File: config.mk
export PLATFORM = sky130hd
export DESIGN_NAME = powlib_dnfifo
export DESIGN_NICKNAME = d
export VERILOG_FILES = /design/src/rtl/powlib_dnfifo_pkg.sv /design/src/rtl/powlib_dnfifo_buf.sv /design/src/rtl/powlib_dnfifo.sv
export SDC_FILE = /design/constraint.sdc
export NUM_CORES = 1
export LEC_CHECK = 0
export ABC_CLOCK_PERIOD_IN_PS = 2150
export CAP_MARGIN = 10
export CORE_MARGIN = 2
export CORE_UTILIZATION = 40
export CTS_CLUSTER_DIAMETER = 60
export DETAILED_ROUTE_END_ITERATION = 10
export PLACE_DENSITY_LB_ADDON = 0.25
export SLEW_MARGIN = 15
export SYNTH_ARGS = -nofsm -noshare
export SYNTH_HDL_FRONTEND = slang
export SYNTH_SLANG_ARGS = --single-unit
File: constraint.sdc
create_clock -name clk -period 2.15 [get_ports clk]
set_input_delay 0.3225 -clock clk [delete_from_list [all_inputs] [get_ports clk]]
set_output_delay 0.3225 -clock clk [all_outputs]
set_load 0.03 [all_outputs]
File: src/rtl/powlib_dnfifo_pkg.sv
// Shared helpers for the wide-to-narrow FIFO: width math, parameter legality
// and slice addressing.
package powlib_dnfifo_pkg;

   localparam int MULT_MIN = 1;
   localparam int MULT_MAX = 16;

   // Bits needed to index v items; never less than 1 so single-item cases
   // still get a real signal.
   function automatic int clog2_min1(input int v);
      int r;
      r = 0;
      for (int i = 0; i < 32; i++)
         if ((1 << r) < v) r++;
      return (r < 1) ? 1 : r;
   endfunction

   function automatic bit mult_ok(input int m);
      return (m >= MULT_MIN) && (m <= MULT_MAX);
   endfunction

   function automatic bit depth_ok(input int d);
      return (d >= 2) && ((d & (d - 1)) == 0);
   endfunction

   // LSB position of narrow slice idx inside a wide word.
   function automatic int slice_lsb(input int idx, input int w);
      return idx * w;
   endfunction

endpackage

File: src/rtl/powlib_dnfifo_buf.sv
// Circular D-entry buffer of wide words with registered pointers and count.
module powlib_dnfifo_buf
   import powlib_dnfifo_pkg::*;
#(
   parameter int DW = 64,
   parameter int D  = 4
) (
   input  logic                     clk,
   input  logic                     rst,
   input  logic                     push,
   input  logic                     pop,
   input  logic [DW-1:0]            wdata,
   output logic [DW-1:0]            head,
   output logic [clog2_min1(D):0]   count,
   output logic                     full,
   output logic                     empty
);

   localparam int AW = clog2_min1(D);

   logic [DW-1:0] mem_q [D];
   logic [DW-1:0] mem_d [D];
   logic [AW-1:0] wrptr_q, wrptr_d;
   logic [AW-1:0] rdptr_q, rdptr_d;
   logic [AW:0]   count_q, count_d;

   // D is a power of two, so plain AW-bit increment wraps modulo D.
   always_comb begin
      mem_d   = mem_q;
      wrptr_d = wrptr_q;
      rdptr_d = rdptr_q;
      count_d = count_q;
      if (push) begin
         mem_d[wrptr_q] = wdata;
         wrptr_d        = wrptr_q + 1'b1;
      end
      if (pop) rdptr_d = rdptr_q + 1'b1;
      case ({push, pop})
         2'b10:   count_d = count_q + 1'b1;
         2'b01:   count_d = count_q - 1'b1;
         default: count_d = count_q;
      endcase
   end

   always_ff @(posedge clk or negedge rst) begin
      if (!rst) begin
         for (int i = 0; i < D; i++) mem_q[i] <= '0;
         wrptr_q <= '0;
         rdptr_q <= '0;
         count_q <= '0;
      end else begin
         mem_q   <= mem_d;
         wrptr_q <= wrptr_d;
         rdptr_q <= rdptr_d;
         count_q <= count_d;
      end
   end

   assign head  = mem_q[rdptr_q];
   assign count = count_q;
   assign full  = count_q[AW];
   assign empty = (count_q == '0);

endmodule

File: src/rtl/powlib_dnfifo.sv
// Width down-converter: buffers W*MULT-bit words and emits them as MULT
// narrow W-bit words, least-significant slice first.
module powlib_dnfifo
   import powlib_dnfifo_pkg::*;
#(
   parameter int    W    = 16,
   parameter int    MULT = 4,
   parameter int    D    = 4,
   parameter string ID   = "DNFIFO",
   parameter int    EDBG = 0
) (
   input  logic              clk,
   input  logic              rst,
   input  logic [W*MULT-1:0] wrdata,
   input  logic              wrvld,
   output logic              wrrdy,
   output logic [W-1:0]      rddata,
   output logic              rdvld,
   input  logic              rdrdy
);

   localparam int            AW   = clog2_min1(D);
   localparam int            IW   = clog2_min1(MULT);
   localparam logic [IW-1:0] LAST = IW'(MULT - 1);

   if (!mult_ok(MULT)) begin : g_bad_mult
      $error("%s: MULT must be in 1..16", ID);
   end
   if (!depth_ok(D)) begin : g_bad_depth
      $error("%s: D must be a power of two >= 2", ID);
   end
   if (EDBG != 0 && EDBG != 1) begin : g_bad_edbg
      $error("%s: EDBG must be 0 or 1", ID);
   end

   logic [W*MULT-1:0] head;
   logic [AW:0]       count;
   logic              full, empty;
   logic              push, pop, rd_fire;
   logic [IW-1:0]     idx_q, idx_d;
   logic              rdy_q, rdy_d;

   // rdy_q keeps wrrdy low during reset and for the first edge after release.
   assign rdy_d   = 1'b1;
   assign wrrdy   = rdy_q & ~full;
   assign rdvld   = ~empty;
   assign push    = wrvld & wrrdy;
   assign rd_fire = rdvld & rdrdy;
   assign pop     = rd_fire & (idx_q == LAST);

   always_comb begin
      idx_d = idx_q;
      if (rd_fire) idx_d = (idx_q == LAST) ? '0 : idx_q + 1'b1;
   end

   always_comb begin
      rddata = '0;
      if (!empty) rddata = W'(head >> slice_lsb(int'(idx_q), W));
   end

   always_ff @(posedge clk or negedge rst) begin
      if (!rst) begin
         idx_q <= '0;
         rdy_q <= 1'b0;
      end else begin
         idx_q <= idx_d;
         rdy_q <= rdy_d;
      end
   end

   powlib_dnfifo_buf #(.DW(W*MULT), .D(D)) u_buf (
      .clk   (clk),
      .rst   (rst),
      .push  (push),
      .pop   (pop),
      .wdata (wrdata),
      .head  (head),
      .count (count),
      .full  (full),
      .empty (empty)
   );

endmodule

After elaboration in Yosys (flattened, before gate mapping) --
Index checks and enable logic that the tools add are counted.
Storage, ports and cells: bits in registers 266, bits of input ports 68, output and inout bits 18, word-level logic and storage cells 41
Operators by class: add/sub/neg operators 5, $lt $le $gt $ge 3, equal/unequal tests 3, shift-type cells 1, multiplexer cells 9, bitwise logic cells 8, reductions and logical operators 3
Operators by type and width (count):
- $bwmux 256 | 1
- $mux 64 | 3
- $bmux 64 s2 | 1
- $demux 64 s2 | 1
- $shr 64x6->16 | 1
- $mux 16 | 1
- $add 2x1->2 const B | 3
- $ge 3x3->1 const B | 2
- $not 2->3 | 2
- $pmux 3 s2 | 1
- $and 1x1->1 | 4
- $eq 2x2->1 const B | 2
- $add 3x1->3 const B | 1
- $logic_not 3->1 | 1
- $lt 3x1->1 const B | 1
- $sub 3x1->3 const B | 1
- $eq 2x1->1 const B | 1
- $mux 2 | 1
- $not 1->1 | 2
- $reduce_bool 2->1 | 1
- $logic_and 1x1->1 | 1

Longest topological paths before layout --
Gate-level depths: netlist of run 1.
depth in word-level cells 6, mapped depth 10, gate-level depth less buffers 9

Hierarchy --
From an unflattened synthesis of run 1, not the netlist that was laid out.
Unflattened totals: cells, all modules 722, area total of the unflattened synthesis 12218.0 µm²
By module, submodules not included:
- powlib_dnfifo_buf | times used 1, cells an instance 651, area an instance 11509.8 µm², sequential area each 6581.3 µm²
- powlib_dnfifo | times used 1, cells an instance 71, area an instance 708.2 µm², sequential area each 75.1 µm²

Least setup slack after synthesis of run 1 --
Ideal clock, no wire load.
kind register to output, start point reg u_buf.rdptr_q[0], end point out rddata[14], arrival time 2001 ps, required time 1827 ps, slack -173 ps, cell stages (with the launch flop) 5, buffers on the path 2, path through dfrtp_1 -> buf_6 -> clkbuf_1 -> o21ai_0 -> o41ai_1
Between the ends: longest elaborated chain between the ends 6
Ends and longest elaborated chain:
- from (decl) | RTL line powlib_dnfifo_buf.sv:24 | logic [AW-1:0] rdptr_q, rdptr_d;
- from (signal assigned) | RTL line powlib_dnfifo_buf.sv:54 | rdptr_q <= rdptr_d;
- $not 2->3 (implied by the code) | RTL line powlib_dnfifo_buf.sv:59 | assign head = mem_q[rdptr_q];
- $bmux 64 s2 | RTL line powlib_dnfifo_buf.sv:59
- $mux 64 (implied by the code) (2 in a row) | RTL line powlib_dnfifo_buf.sv:59
- $shr 64x6->16 | RTL line powlib_dnfifo.sv:58 | if (!empty) rddata = W'(head >> slice_lsb(int'(idx_q), W));
- $mux 16 | RTL line powlib_dnfifo.sv:58
- to (decl) | RTL line powlib_dnfifo.sv:17 | output logic [W-1:0] rddata,
Every way passes these cells. The select of a mux whose other input is x is not followed.

Worst setup path in the final report of run 1 --
start point reg u_buf.rdptr_q[0], end point out rddata[1]
The elaborated chain is that of the path after synthesis.

==> results of run 1 <==
[cell type report]
class	count	area [µm²]	area share, %
Sequential cell	266	6660	41.1
Multi-Input combinational cell	413	6070	37.5
Timing Repair Buffer	165	1900	11.7
Clock buffer	50	957	5.91
Tap cell	442	553	3.42
Inverter	7	26.3	0.162
Clock inverter	5	25.0	0.155
[per-stage QoR]
stage	setup TNS [ns]	worst slack (ns)	instances	power, mW	area [µm²]
detailed placement	-0.0988	-0.0374	1278	20.8	14900
CTS	-8.49	-0.585	1339	26.6	16100
global placement	-0.127	-0.0491	1278	20.6	14900
floorplan	0	0.0999	733	16.9	13100
global route	-9.38	-0.626	1348	28.0	16200
finish	-8.01	-0.515	1348	26.7	16200
[power breakdown]
group	switching [mW]	total, mW	internal [mW]
logic	4.92	12.6	7.71
registers	1.49	8.97	7.48
clock network	2.05	5.05	3.00
[per-layer routing]
metal	vias to the layer above	share of wire (%)	wire length, µm	track usage [%]
met5	-	0	0	0
met4	0	1.4	428	3.02
met3	40	3.0	893	2.49
met2	106	47	14000	29.1
met1	3677	48	14400	26.6
li1	3028	-	-	-
[flip-flops by register name, summed over array words and instances, names as in the netlist]
name and count:
idx_q 2, rdy_q 1, u_buf.count 3, u_buf.mem_q 256
u_buf.rdptr_q 2, u_buf.wrptr_q 2
[worst min-delay path by stage]
| stage | start | end | slack [ns] | cells after the start |
|---|---|---|---|---|
| floorplan | rst | idx_q[0] | 0.03 | 0 |
| global placement | rst | u_buf.mem_q[108] | 0.28 | 1 |
| detailed placement | rst | u_buf.mem_q[108] | 0.28 | 1 |
| CTS | rst | u_buf.mem_q[108] | 0.29 | 2 |
| global route | rst | u_buf.mem_q[108] | 0.31 | 2 |
| finish | rst | u_buf.mem_q[108] | 0.29 | 2 |
[timing repair]
item	CTS	global route
setup buffers	5	9
pin swaps	2	3
cloned	0	0
gates resized for setup	41	12
hold buffers	1	0
setup endpoints to repair	18	16
endpoints found under the hold margin	45	0
[cells by family (layout without fill, tap and decap cells)]
| kind of cell | count (synthesis) | in the layout | share of synthesized area (%) |
|---|---|---|---|
| XOR/XNOR | 6 | 6 | 0.403 |
| other | 1 | 1 | 0.0287 |
| multiplexers | 324 | 324 | 40.1 |
| AO/OA/AOI/OAI | 38 | 38 | 2.25 |
| flip-flops | 266 | 266 | 51.0 |
| buffers and inverters | 54 | 227 | 3.61 |
| adder cells (fa/ha/maj) | 7 | 7 | 0.729 |
| AND/OR/NAND/NOR | 37 | 37 | 1.90 |
[layout by cell type, fill, tap and decap left out, drive strengths merged, types with 3 or more instances in the layout]
cell type and instances:
nand2 23, ha 6, a22oi 30, clkinv 5
xor2 3, mux2 257, clkdlybuf4s50 66, nor3 3
and3 3, clkbuf 50, buf 96, mux4 61
dfrtp 266, mux2i 6, inv 7, xnor2 3
[worst register-to-register path: stages (launching register included)]
cell,delay [ns]
dfrtp_1,0.49
ha_1,0.22
and3_1,0.19
ha_1,0.17
inv_1,0.05
fa_1,0.36
xor2_1,0.15
nor2_1,0.12
xor2_1,0.15
==> results.yml, run 1 <==
outcome:
  outcome: "finished with violations"
  violations: "negative setup slack"
sta:
  fin_worst_skew_ns: 0.00830
  fin_crit_sh_pct: 124
  hold_slack_ns: 0.290
  fin_crit_ns: 2.66
  fmax_ghz: 0.375
  slew_headroom_pct: 63.8
  rsz0062_at_grt: "true"
  setup_viol: 16
  worst_pin_slew_ns: 0.530
  hold_violations: 0
  postLayoutSetupSlackWorst_ns: -0.515
  maxSlewViolCount: 0
clock_tree:
  clock_path_buffers: 3
  cts_root_buf: "clkbuf_16"
  tritoncts: "yes"
  cts_sinks: 266
  clock_latency_ns: 0.55
  htreeDepth: 1
  cts_buffers: 30
  clkSlewWorstSetupHoldPaths_ns: 0.06
yosys:
  ys_types: 37
  async_flop_share_pct: 100
  synth-edff-count: 0
  synth_seq_cells: 266
  synthFlopType: "dfrtp_1"
  syn_nets: 808
  yosysMostFrequentCell: "dfrtp_1"
  synth_common_cells: "dfrtp_1 (266), mux2_4 (240), mux4_2 (61)"
  yosysTopAreaCellShare_pct: 51.0
  yosysWarnings: 0
  synthCells: 733
  ys_seq_area_share_pct: 51.0
  syn_avg_cell_area_um2: 17.8
  synth_area_leaders: "dfrtp_1 (51%), mux2_4 (28%), mux4_2 (11%)"
  netlist.top_cell.by_area: "dfrtp_1"
  syn_area_um2: 13000
grt:
  grt_max_degree: 54
  grt_overflow: 0
  grt_pass1_vias: 7689
  grt_pass1_wl_um: 47400
  grt_usage_pct: 18.1
  antenna_found_initial: 0
placement:
  dp_hpwl_um: 19600
  finalWeightedCongestion: 0.745
  port_buffers: 85
routing:
  vias_per_cell: 5.08
  wirelength_um: 29700
  ant_nets: 0
  via_count: 6851
  drt-pass1-iter-count: 4
  routedWlPerCell_um: 22.0
  drc: 0
  drtIter0Drc: 269
floorplanning:
  start_util_pct: 40.4
  row_count: 66
  die_h_um: 185
  core_area_um2: 32300
  die_w_um: 185
  ios: 86
  die_area_um2: 34100
critical_path:
  critical_path.endpoint: "rddata[1]"
  critPathTopFamily: "multiplexers"
  critPathBufInv: 3
  reg2regPathDepth: 8
  critPathMaxFanout: 14
  critPathLaunch: "u_buf.rdptr_q[0]"
  cp_cell_sequence: "buf_12 -> buf_12 -> mux4_2 -> a22oi_1 -> nand2_1 -> buf_6"
  worstSetupPathType: "flip-flop to output pin"
  start_kind: "flip-flop"
  r2r_end: "u_buf.count[2]"
  max_stage_delay_ns: 0.51
  critPathRequiredTime_ns: 1.83
  slowest_stage: "mux4_2"
  r2r_slack_ns: 0.17
  critical_path_depth: 6
  cp_common_cell: "buf_12"
  critPathCaptureType: "output pin"
  worstPathArrival_ns: 2.34
  r2r_start: "idx_q[0]"
finish:
  fin_nets: 958
  fill_cells: 2693
  syn2layout_area_growth_pct: 24.1
  post-route-util_pct: 50.1
  antenna_cells: 0
  drive_above_1_share_pct: 56.2
job:
  maxCapViolations: 0
power:
  power_density_nw_per_um2: 1650
  ir_drop_mv: 1.50
  power.leakage_nw: 7.76
worst_hold_path:
  min_path_type: "input port to async pin"
(Power assumes the default switching activity.)
==> inputs of run 2 (changes only) <==
- CORE_UTILIZATION: 40 -> 26
- TNS_END_PERCENT: not set -> 100
==> results.yml, run 2 (synthesis results as in run 1) <==
outcome:
  outcome: "finished with violations"
  violations: "negative setup slack"
sta:
  worst_pin_slew_ns: 0.797
  hold_slack_ns: 0.265
  fin_crit_sh_pct: 129
  slew_headroom_pct: 46.8
  maxSlewViolCount: 0
  setup_viol: 16
  rsz0062_at_grt: "true"
  fin_crit_ns: 2.77
  fmax_ghz: 0.361
  fin_worst_skew_ns: 0.0176
  hold_violations: 0
  postLayoutSetupSlackWorst_ns: -0.621
grt:
  grt_pass1_vias: 7814
  grt_usage_pct: 13.3
  antenna_found_initial: 3
  grt_max_degree: 58
  grt_overflow: 0
  grt_pass1_wl_um: 53000
finish:
  syn2layout_area_growth_pct: 29.3
  fin_nets: 965
  instances_no_fill: 1583
  antenna_cells: 0
  largest_reg_flops: 256
  drive_above_1_share_pct: 57.8
  top_register: "u_buf.mem_q"
  final_common_cell: "dfrtp_1"
  final_area_um2: 16900
  final_cell_mix: "dfrtp_1 (262), mux2_4 (240), clkdlybuf4s50_1 (66), mux4_2 (61), buf_12 (52)"
routing:
  ant_nets: 0
  drc: 0
  vias_per_cell: 4.38
  drt-pass1-iter-count: 4
  wirelength_um: 33900
  routedWlPerCell_um: 21.4
  drtIter0Drc: 329
  via_count: 6932
floorplanning:
  core_area_um2: 49900
  die_w_um: 228
  row_count: 82
  start_util_pct: 26.2
  ios: 86
  die_h_um: 228
  die_area_um2: 52000
job:
  maxCapViolations: 0
critical_path:
  cp_cell_sequence: "buf_12 -> buf_16 -> mux4_2 -> a22oi_2 -> nand2_2 -> buf_12"
  r2r_slack_ns: 0.12
  start_kind: "flip-flop"
  worstPathArrival_ns: 2.45
  cp_common_cell: "buf_12"
  worstSetupPathType: "flip-flop to output pin"
  max_stage_delay_ns: 0.53
  critPathCaptureType: "output pin"
  critPathRequiredTime_ns: 1.83
  critPathMaxFanout: 7
  critPathBufInv: 3
  critPathTopFamily: "flip-flops"
  slowest_stage: "dfrtp_4"
placement:
  finalWeightedCongestion: 0.702
  dp_hpwl_um: 22900
  dpl-instance-area_um2: 15400
  placedCellCount: 1516
  dp_slack_ns: -0.233
  port_buffers: 85
power:
  p_switching_mw: 9.06
  power_frac_seq_pct: 31.7
  p_clk_share_pct: 18.4
  internal-power_mw: 19.1
  switching_share_pct: 32.1
  combPwrFrac_pct: 49.8
  ir_drop_mv: 0.832
  power.leakage_nw: 7.89
  power_density_nw_per_um2: 1670
clock_tree:
  htreeDepth: 1
  cts_root_buf: "clkbuf_16"
  cts_buffers: 31
  cts_sinks: 266
  clock_latency_ns: 0.57
  clock_path_buffers: 3
  tritoncts: "yes"
  clkSlewWorstSetupHoldPaths_ns: 0.06
worst_hold_path:
  min_path_type: "input port to async pin"
-- run 2: changes by cell type in the layout (fill, tap and decap cells not counted), moves of 3 or more --
cell | before | now
a22oi_1 | 7 | 2
buf_16 | 0 | 3
buf_4 | 46 | 35
a22oi_2 | 23 | 28
buf_6 | 15 | 10
nand2_1 | 9 | 5
buf_12 | 34 | 52
nand2_2 | 10 | 13
-- run 2: final cells by class --
class / instances / area (µm²)
multi-input combinational: 413 / 6130
clock inverter: 8 / 78.8
tap: 672 / 841
inverter: 7 / 26.3
sequential: 266 / 6660
clock buffer: 46 / 922
fill: 4832 / 33000
timing repair buffer: 171 / 2210
-- run 2: timing repair --
| item | CTS | global route |
|---|---|---|
| hold endpoints to repair | 43 | 0 |
| gates resized for setup | 62 | 11 |
| setup endpoints to repair | 19 | 18 |
| cloned | 5 | 0 |
| pin swaps | 21 | 9 |
| setup buffers | 9 | 1 |
| hold buffers | 1 | 0 |
-- run 2: stage by stage --
| stage | setup TNS, ns | power [mW] | util (%) |
|---|---|---|---|
| detailed placement | -1.89 | 21.9 | 30.9 |
| CTS | -10.26 | 28.5 | 33.9 |
| floorplan | 0 | 16.9 | - |
| finish | -9.22 | 28.2 | 33.8 |
| global route | -10.64 | 29.7 | 33.8 |
| global placement | -2.08 | 21.8 | 30.9 |
-- run 2: worst reg2reg max path: stages (launching register included) --
cell and delay (ns):
dfrtp_2 0.42, buf_12 0.16, ha_1 0.18, and3_1 0.18, ha_1 0.17, inv_1 0.05, fa_1 0.37, xor2_1 0.15
nor2_1 0.13, xor2_1 0.15
-- run 2: worst paths after layout --
path,from,to,cells past startpoint
worst min register to register,u_buf.mem_q[129],u_buf.mem_q[129],1
worst max-delay path,u_buf.rdptr_q[0],rddata[9],6
min in group clk,wrdata[15],u_buf.mem_q[79],2
max in group asynchronous,rst,u_buf.mem_q[113],3
worst max register to register,idx_q[0],u_buf.count[2],9
worst min-delay path,rst,u_buf.mem_q[21],2
-- run 2: layer usage --
metal | routed length [µm] | vias up | track usage [%]
li1 | - | 3041 | -
met5 | 27 | - | 0
met2 | 15800 | 103 | 21.2
met3 | 1230 | 52 | 2.43
met1 | 16300 | 3732 | 19.1
met4 | 600 | 4 | 2.55
-- run 2: power groups by stage --
stage / clock [mW] / combinational [mW] / sequential (mW)
2_1_floorplan: 0 / 8.53 / 8.40
3_3_place_gp: 0 / 13.0 / 8.87
3_5_place_dp: 0 / 13.1 / 8.88
4_1_cts: 5.35 / 14.3 / 8.91
5_1_grt: 5.57 / 14.8 / 9.25
6_report: 5.20 / 14.0 / 8.94
